**src/rtl/gg_serial_add8.sv**
```systemverilog
// Byte-serial multi-precision add/subtract with a carry held between bytes and per-word flags.
// Latency: 1 cycle from input accept to OV=1 with the result byte in a one-entry output register.
// Backpressure: IR = !OV || OR (forced low in reset); a held output freezes all outputs and the carry chain.
module gg_serial_add8 #(
  parameter int W      = 8,
  parameter int MAXLEN = 16
) (
  input  logic                      CK,
  input  logic                      RST,
  input  logic                      IV,
  output logic                      IR,
  input  logic [W-1:0]              A,
  input  logic [W-1:0]              B,
  input  logic                      CI,
  input  logic                      SUB,
  input  logic                      LAST,
  output logic                      OV,
  input  logic                      OR,
  output logic [W-1:0]              S,
  output logic                      CO,
  output logic                      OLAST,
  output logic                      VF,
  output logic                      ZF,
  output logic [$clog2(MAXLEN)-1:0] IDX,
  output logic                      ERR
);

  localparam int IW = $clog2(MAXLEN);
  localparam logic [IW-1:0] CNT_MAX = IW'(MAXLEN - 1);

  // Per-word state: carry chain, word-start flag, latched mode, byte count, zero accumulator.
  logic          c_q;
  logic          first_q;
  logic          sub_q;
  logic [IW-1:0] cnt_q;
  logic          z_q;

  logic          acc;
  logic          sub_eff;
  logic [W-1:0]  beff;
  logic          cin;
  logic [W:0]    sum;
  logic          force_last;
  logic          olast_nxt;
  logic          vf_nxt;
  logic          zf_nxt;
  logic          s_zero;

  // The input side may load the output register whenever it is empty or being drained this cycle.
  assign IR  = (!OV || OR) && !RST;
  assign acc = IV && IR;

  // Byte arithmetic: mode and carry-in come from the port on a word's first byte, else from state.
  always_comb begin
    sub_eff    = first_q ? SUB : sub_q;
    beff       = sub_eff ? ~B : B;
    cin        = first_q ? (SUB ? 1'b1 : CI) : c_q;
    sum        = {1'b0, A} + {1'b0, beff} + {{W{1'b0}}, cin};
    s_zero     = (sum[W-1:0] == '0);
    force_last = (cnt_q == CNT_MAX);
    olast_nxt  = LAST || force_last;
    vf_nxt     = olast_nxt && (A[W-1] == beff[W-1]) && (sum[W-1] != A[W-1]);
    zf_nxt     = olast_nxt && z_q && s_zero;
  end

  // Output register and word state; nothing moves while a held byte waits for OR.
  always_ff @(posedge CK) begin
    if (RST) begin
      OV      <= 1'b0;
      S       <= '0;
      CO      <= 1'b0;
      OLAST   <= 1'b0;
      VF      <= 1'b0;
      ZF      <= 1'b0;
      IDX     <= '0;
      ERR     <= 1'b0;
      c_q     <= 1'b0;
      first_q <= 1'b1;
      sub_q   <= 1'b0;
      cnt_q   <= '0;
      z_q     <= 1'b1;
    end else begin
      if (acc) begin
        OV    <= 1'b1;
        S     <= sum[W-1:0];
        CO    <= sum[W];
        OLAST <= olast_nxt;
        VF    <= vf_nxt;
        ZF    <= zf_nxt;
        IDX   <= cnt_q;
        if (first_q) sub_q <= SUB;
        if (force_last && !LAST) ERR <= 1'b1;
        if (olast_nxt) begin
          // Word closed (normally or forced by length): restart clean for the next byte.
          first_q <= 1'b1;
          cnt_q   <= '0;
          z_q     <= 1'b1;
          c_q     <= 1'b0;
        end else begin
          first_q <= 1'b0;
          cnt_q   <= cnt_q + IW'(1);
          z_q     <= z_q && s_zero;
          c_q     <= sum[W];
        end
      end else if (OR) begin
        OV <= 1'b0;
      end
    end
  end

endmodule

```
**config.mk**
```make
export PLATFORM = sky130hd
export DESIGN_NAME = gg_serial_add8
export DESIGN_NICKNAME = d
export VERILOG_FILES = /design/src/rtl/gg_serial_add8.sv
export SDC_FILE = /design/constraint.sdc
export NUM_CORES = 1
export LEC_CHECK = 0
export BUFFER_PORTS_ARGS = -buffer_cell sky130_fd_sc_hd__buf_2
export CORE_MARGIN = 4
export CORE_UTILIZATION = 45
export CTS_CLUSTER_DIAMETER = 100
export DETAILED_ROUTE_END_ITERATION = 7
export GPL_ROUTABILITY_DRIVEN = 0
export GPL_TIMING_DRIVEN = 1
export HOLD_SLACK_MARGIN = 0.03
export PLACE_DENSITY_LB_ADDON = 0.2
export SYNTH_ARGS = -nofsm -noshare
export SYNTH_HDL_FRONTEND = slang
export SYNTH_SLANG_ARGS = --single-unit
```
**constraint.sdc**
```tcl
create_clock -name CK -period 3.77 [get_ports CK]
set_input_delay 0.377 -clock CK [delete_from_list [all_inputs] [get_ports CK]]
set_output_delay 0.377 -clock CK [all_outputs]
set_load 0.01 [all_outputs]
```
Word-level counts from Yosys, hierarchy flattened
Index checks and enable logic that the tools add are counted.
- register bits after elaboration: 26
- input bits: 23
- output and inout bits: 19
- word-level logic and storage cells: 46
- add/subtract/negate cells: 3
- equality and inequality tests: 3
- multiplexer cells: 10
- bitwise operators: 1
- reduce and logical (&&, ||, !) cells: 16
- operators by type and width (cell ; number):
    $add A8 B8 Y9 ; 1
    $add A9 B1 Y9 ; 1
    $logic_and A1 B1 Y1 ; 8
    $logic_not A8 Y1 ; 1
    $mux W1 ; 8
    $mux W8 ; 1
    $not A8 Y8 ; 1
    $add A4 B1 Y4 const B ; 1
    $eq A4 B4 Y1 const B ; 1
    $mux W4 ; 1
    $logic_not A1 Y1 ; 3
    $logic_or A1 B1 Y1 ; 2
    $reduce_and A2 Y1 ; 1
    $reduce_bool A2 Y1 ; 1
    $eq A1 B1 Y1 ; 1
    $ne A1 B1 Y1 ; 1

Depth between registers and ports, before layout
- depth after elaboration: 7
- gate-level depth with buffers: 11
- mapped depth without buffers: 11

Least setup slack after synthesis
No wires, ideal clock.
- path kind: reg2reg
- start point: register first_q
- end point: register ZF
- setup time: 0.087 ns
- arrival time: 2.783 ns
- required time: 3.683 ns
- slack: 0.900 ns
- stages on the path, launching flop included: 12
- buffers on the path: 0
- clock period less this slack: 2.870 ns
- cells stage by stage: dfxtp_1 mux2i_2 xnor2_1 fa_1 inv_1 fa_1 nand2b_1 a21oi_1 nor4_1 a311oi_1 nand4_1 o31ai_1
- longest elaborated chain between the ends: 6
- elaborated cells on any way between the ends: 7
- classes of those cells: add/sub: 2; mux: 3; reduce/logical: 2
- RTL lines (what ; RTL line ; source):
    from (decl) ; 33 ; logic first_q;
    from (signal assigned) ; 78 ; first_q <= 1'b1;
    from (signal assigned) ; 95 ; first_q <= 1'b1;
    from (signal assigned) ; 100 ; first_q <= 1'b0;
    $mux W1 ; -- ;
    $mux W8 ; 56 ; beff = sub_eff ? ~B : B;
    $add A8 B8 Y9 ; 58 ; sum = {1'b0, A} + {1'b0, beff} + {{W{1'b0}}, cin};
    $add A9 B1 Y9 * ; 58 ;
    $logic_not A8 Y1 * ; 59 ; s_zero = (sum[W-1:0] == '0);
    $logic_and A1 B1 Y1 * ; 63 ; zf_nxt = olast_nxt && z_q && s_zero;
    to (signal assigned) ; 89 ; ZF <= zf_nxt;
    to (decl) ; 23 ; output logic ZF,
Mark *: on every way between the ends. The rest lies on a longest branch, timed or not.
A chain may end at the register's enable or synchronous reset.

Worst setup path in the final report
Ends and elaborated chain as after synthesis.

==> metrics <==
clock-pin transition on the worst setup and hold timing paths=150 ps; Compound-Gate Fraction of Synth Area=0.195; actual transition at the worst max-transition pin=718 ps; final design instance area without fill=1760 µm²; library cells used by synthesis=34; I/O pin cnt=42; kind of capture point of the worst setup path=flop; sum of overflow across all layers after global routing=0; Die Span Y=64.9 µm; unrepaired setup endpoints after global routing=false; Yosys top cell by area=sky130_fd_sc_hd__dfxtp_1; final-stage net count=249; drt initial violations=71; wire length of the first global-routing pass=5.82 mm; Post-synth ARST share=0; combinational family with the most area after synthesis=simple AND/OR/NAND/NOR gates; vias after detailed routing=1343; pin count of the biggest net entering global routing=29; highest metal used=met4; Slew Limit Fails=0; GRT Resource Usage Total=0.172; outcome=finished clean; Layout area overhead=20.7%; antenna violations before repair=0; final clock period utilization by the worst path=0.812; average vias per placed instance=5.19; Setup CP Type=flop to flop; portion of netlist area occupied by mux cells=0.00945; number of synthesized register bits=26; smallest setup slack after layout=708 ps; total negative setup slack=0 ps; number of H-tree branching levels=1; Synth top cells by count=26 x sky130_fd_sc_hd__dfxtp_1, 21 x sky130_fd_sc_hd__nor2_1, 19 x sky130_fd_sc_hd__o21ai_0, 16 x sky130_fd_sc_hd__nand2_1, 13 x sky130_fd_sc_hd__a21oi_1; detailed route wirelength on metal3=181 µm; fraction of synthesized cell area taken by the top area cell type=0.357; Final Hold Violating Endpoints=0; worst slew margin relative to its limit=0.520; top flip-flop cell by instance count after synthesis=sky130_fd_sc_hd__dfxtp_1; number of core rows=20; half-perimeter wire length after placement=2.55 mm; post-cts hold buffer count=0; r2r startpoint=first_q$_SDFFE_PP1P_; highest clock rate=327 MHz; Post-route DRC=0; Mapped Cells=176; count leader, synth=sky130_fd_sc_hd__dfxtp_1; post-cts sizing count=0; iteration count of the initial detailed-routing pass=4; top area cells in the synthesized netlist=sky130_fd_sc_hd__dfxtp_1 36%, sky130_fd_sc_hd__ha_1 6.9%, sky130_fd_sc_hd__xnor2_1 6.6%; shortest clock period the worst path allows after layout=3060 ps; adder-cell area share of the yosys netlist=0.0962; root buf cell=sky130_fd_sc_hd__clkbuf_4; required time of the worst setup path=4030 ps; netlist area before placement=1460 µm²; number of global-route vias before repair=1327; peak ir drop on the vdd network=196 µV; synth warn=0; Power per Cell Area=413 nW/µm²; synthesized area per cell=8.27 µm²; Core Region=3080 µm²; data arrival time of the critical path=3320 ps; leakage component of the power=0.752 nW; Skew-Pair Late Insertion Delay=330 ps; total number of clock tree sinks=26; Max Clock Skew=1.57 ps; sequential area share after synthesis=0.357; TritonCTS buffer count=3; WL/cell=13.2 µm; min-delay src=IV; Setup Fix Bufs, Post-CTS=0; final antenna-violating net count=0; met1 wire length=1.54 mm; maximum buffer depth of the clock tree=2; share of synthesized cell area in and, or, nand and nor gates=0.224; number of max-cap violations=0; critical path launch point type=flop; share of cells above drive strength 1=0.242; total length of routed met2 wires=1.65 mm; area share of xor/xnor cells in the synthesized design=0.0782; setup violation total in the final timing report=0; Die ar.=4210 µm²; min-delay worst type=primary input to flop; pre-CTS setup slack=802 ps; launch point of the worst path=first_q$_SDFFE_PP1P_; count of antenna diodes in the layout=0; wire length after detailed routing=3.41 mm; TritonCTS clock tree=done; critical path fanouts, max=9; Hold Slack=270 ps; port bufs=41; Synthesized Nets=209; horizontal die dimension=64.9 µm; Post-DP Area=1710 µm²; initial standard-cell utilization of the core=0.473; count of flip-flops with a built-in enable after synthesis=0
[final cells by class]
type                    count  area [µm²]
fillers                   309        1320
multi-input cells         135         883
flip-flops and latches     26         520
repair buffers             43         220
well taps                  44        55.1
clock inverters             1        30.0
inverters                   7        26.3
clock buffers               3        22.5
[sequential cells by signal, indices dropped and copies added (netlist names)]
register  cells
S             8
IDX           4
cnt_q         4
CO            1
ERR           1
OLAST         1
OV            1
VF            1
ZF            1
c_q           1
first_q       1
sub_q         1
z_q           1
[final timing paths]
kind / to / cells after the start / slack [ps]
max: ZF$_SDFFE_PP0P_ / 12 / 710
min: OV$_SDFFE_PP0P_ / 3 / 270
max reg2reg: ZF$_SDFFE_PP0P_ / 12 / 710
min reg2reg: IDX[0]$_SDFFE_PP0P_ / 2 / 460
[cell families after synthesis]
| logic type | after synthesis |
|---|---|
| and+or+nand+nor | 64 |
| AOI/OAI and AO/OA | 47 |
| DFF | 26 |
| buffers and inverters | 15 |
| xor gates and xnor gates | 13 |
| adders and majority gates | 10 |
| muxes | 1 |
[cells in the final DEF (no fill, tap or decap), drive strengths merged, types with 2 or more instances in the layout]
master / count
nor3b: 2
dfxtp: 26
xnor2: 11
buf: 43
nand2b: 5
fa: 2
a311oi: 2
nand2: 16
nand3: 2
inv: 7
a21oi: 13
nor2: 21
ha: 8
a211oi: 5
a31oi: 3
o21ai: 20
nand3b: 9
clkbuf: 3
xor2: 2
nor4: 2
[through the flow]
step / utilization / power, W / std cells
3_5_place_dp: 0.554 / 0.000534 / 255
4_1_cts: 0.571 / 0.000728 / 259
6_report: 0.571 / 0.000727 / 259
5_1_grt: 0.571 / 0.000771 / 259
3_3_place_gp: 0.554 / 0.000525 / 255
2_1_floorplan: - / 0.000467 / 176
[layer usage]
metal	up-vias	global-route usage
met5	-	0
met4	0	0.0554
met3	5	0.0295
met2	35	0.313
met1	608	0.204
li1	695	-
[worst max-delay path, cell delays in order (launching register included)]
cell and delay [ps]:
sky130_fd_sc_hd__dfxtp_1 420, sky130_fd_sc_hd__mux2i_2 230, sky130_fd_sc_hd__buf_4 220, sky130_fd_sc_hd__xnor2_1 170, sky130_fd_sc_hd__fa_1 250, sky130_fd_sc_hd__inv_1 60
sky130_fd_sc_hd__fa_1 380, sky130_fd_sc_hd__nand2b_1 170, sky130_fd_sc_hd__a21oi_1 210, sky130_fd_sc_hd__nor4_1 80, sky130_fd_sc_hd__a311oi_1 370, sky130_fd_sc_hd__nand4_1 200
sky130_fd_sc_hd__o31ai_1 220
[where the power goes]
group / total (W) / switching, W / internal, W
clock network: 0.000196 / 0.0000883 / 0.000108
logic: 0.000225 / 0.000129 / 0.0000961
registers: 0.000305 / 0.0000106 / 0.000295
total: 0.000727 / 0.000228 / 0.000498
(Power assumes the default switching activity.)
